$ cat src/rtl/cr_pmp_acc_chk_prio_sel.sv
// Lowest-set-bit priority encoder over one channel's region-hit vector.
module cr_pmp_prio_sel #(
  parameter int REGION_NUM = 8,
  parameter int RIDX_W     = 3
) (
  input  logic [REGION_NUM-1:0] hit_vec,
  output logic                  hit,
  output logic [RIDX_W-1:0]     idx
);

  assign hit = |hit_vec;

  // Scan downwards so the lowest set bit is the last one written.
  always_comb begin
    idx = '0;
    for (int i = REGION_NUM - 1; i >= 0; i--) begin
      if (hit_vec[i]) idx = i[RIDX_W-1:0];
    end
  end

endmodule

$ cat config.mk
export PLATFORM = sky130hd
export DESIGN_NAME = cr_pmp_prio_sel
export DESIGN_NICKNAME = d
export VERILOG_FILES = /design/src/rtl/cr_pmp_acc_chk_prio_sel.sv
export SDC_FILE = /design/constraint.sdc
export NUM_CORES = 1
export LEC_CHECK = 0
export CORE_AREA = 4 4 41 43
export DETAILED_ROUTE_END_ITERATION = 10
export DIE_AREA = 0 0 45 47
export PLACE_DENSITY = 0.3
export SLEW_MARGIN = 20
export SYNTH_ARGS = -nofsm -noshare
export SYNTH_HDL_FRONTEND = slang
export SYNTH_SLANG_ARGS = --single-unit
export TNS_END_PERCENT = 1
$ cat constraint.sdc
create_clock -name vclk -period 1.2
set_input_delay 0.12 -clock vclk [all_inputs]
set_output_delay 0.12 -clock vclk [all_outputs]
set_load 0.05 [all_outputs]
==> results.json <==
{
  "syn_to_final_growth_pct": 251,
  "drv_cap": 0,
  "timing_worst_slew_pin_value_ps": 331,
  "nNetsFinal": 35,
  "floorplan.die_area_mm2": 0.00212,
  "critical_path_depth": 3,
  "via_count_of_the_first_global_routing_pass": 176,
  "vdd_drop_max_uv": 136,
  "fp-row-count": 13,
  "postRouteAntennaNets": 0,
  "final.period_utilization": 0.956,
  "chipWidth_um": 45,
  "grt_remaining_overflow": 0,
  "die_h_um": 47,
  "worstPathCellList": "clkdlybuf4s15_1, o41ai_4, buf_12",
  "first_pass_grt_wire_length_um": 738,
  "synth_nets": 21,
  "core_area_mm2": 0.00130,
  "register_area_um2": 0,
  "mean_cell_area_of_the_mapped_netlist_um2": 6.26,
  "drive_above_1_share": 0.520,
  "timing_max_transition_violations_final": 0,
  "numPortBuffers": 12,
  "place_congestion": 0.764,
  "dr_total_vias": 155,
  "critPathCaptureType": "primary output",
  "drt_drc_violations_left": 0,
  "design.portCount": 12,
  "multi_input_gate_area_in_the_final_layout_um2": 129,
  "cellLeakagePower_nw": 0.122,
  "antenna_found_initial": 0,
  "start_kind": "primary input",
  "hold_violations": 0,
  "power_mw": 0.106,
  "critPathArrivalTime_ps": 1030,
  "pwr_density_cell_mw_per_mm2": 373,
  "synth.yosys.warnings": 0,
  "fillers": 150,
  "worstPathMaxFanout": 3,
  "first_iter_violations": 0,
  "status": "complete, no violations",
  "post_drt_via_cell_ratio": 3.88,
  "setup_viol_count_final": 0,
  "detail_route.wirelength_um": 419,
  "critical_path.top_delay_family": "compound AO/OA/AOI/OAI gates",
  "hold_path_class": "primary input to primary output",
  "post-route-min-period_ps": 1150,
  "commonest_non_fill_non_tap_cell_in_the_layout": "dlygate4sd2_1",
  "post_synth_num_cell_types": 11,
  "post_synth_inst_count": 13,
  "clock_buffers": 0,
  "final_cell_mix": "3 x dlygate4sd2_1, 2 x nor2_2, 2 x clkdlybuf4s15_1, 2 x buf_12",
  "rsz0062_at_grt": "false",
  "grtUsageTotal": 0.0448,
  "dp_cells": 41,
  "cp_max_stage_cell": "o41ai_4",
  "synth.cell_area_um2": 81.3,
  "worst_setup_path_endpoint": "idx[0]",
  "drt_pre_antenna_iters": 1,
  "start_util": 0.0625,
  "worst-endpoint-required_ps": 1080,
  "timing.setup.critical_path_class": "primary input to primary output",
  "final_sequential_cell_count": 0,
  "seq_area_frac_synth": 0,
  "buffers_and_inverters_on_the_worst_path": 2,
  "relative_slew_margins": 0.779,
  "worstSetupStartpoint": "hit_vec[4]",
  "fmaxAchievable_mhz": 872,
  "antenna_cells": 0,
  "finish.cell_count_without_fillers": 40,
  "routed_wire_length_per_instance_um": 10.5,
  "grt_start_max_net_pins": 4,
  "critical-path-max-stage-delay_ps": 460
}
[layer usage]
metal | GRT usage | wire length (um) | vias to the layer above
met5 | 0 | 0 | -
met4 | 0 | 0 | 0
met3 | 0.0153 | 79 | 0
met2 | 0.0819 | 165 | 11
met1 | 0.0539 | 174 | 70
li1 | - | - | 74
[synthesized netlist by cell type]
master,count,share of area
inv_1,1,0.046
nor2_1,3,0.14
nor2b_1,1,0.077
a21boi_0,1,0.092
nor4_2,1,0.15
and3b_1,1,0.11
o21bai_1,1,0.092
nand3_1,1,0.061
o21ai_0,1,0.061
a21oi_1,1,0.061
o41ai_1,1,0.11
[worst min-delay path by stage]
stage	startpoint	end	slack (ps)	depth (start not counted)
floorplan	hit_vec[0]	idx[0]	430	1
global placement	hit_vec[3]	hit	1050	4
detailed placement	hit_vec[1]	hit	1040	4
CTS	hit_vec[6]	hit	770	4
global route	hit_vec[1]	idx[0]	690	4
finish	hit_vec[1]	idx[0]	660	4
[worst min-delay path, cell delays in order]
cell and delay [ps]:
dlymetal6s2s_1 130, o21bai_2 90, o41ai_4 70, buf_12 130
[final cells by class]
cell class	count	share of cell area
inverters	1	0.0132
well taps	15	0.0658
repair buffers	12	0.469
multi-input cells	12	0.452
[timing repair]
item,in CTS,in global routing
endpoints found under the hold margin,0,0
pin swaps,5,3
hold buffers,0,0
setup endpoints to repair,4,4
resized for setup,17,7
buffers inserted,0,0
[cell families (layout without fill, tap and decap cells)]
| group | after synthesis | in the layout | share of synthesized area |
|---|---|---|---|
| AOI/OAI and AO/OA | 5 | 5 | 0.415 |
| buffers and inverters | 1 | 13 | 0.0461 |
| and+or+nand+nor | 7 | 7 | 0.538 |
[power by group]
part	internal [mW]	leakage, nW	switching [mW]	total, mW
clock	0	0	0	0
sequential	0	0	0	0
combinational	0.0505	0.122	0.0558	0.106
[through the flow]
step	util	setup WS (ps)	setup TNS (ps)	cell area, um^2	hold WS, ps
global placement	0.192	-196	-645	250	1050
detailed placement	0.192	-216	-671	250	1040
global route	0.219	10.8	0	285	686
CTS	0.211	7.35	0	274	766
finish	0.219	53.1	0	285	663
floorplan	-	-78.3	-78.3	88.8	428
No activity file was read; power rests on OpenSTA's default activity.
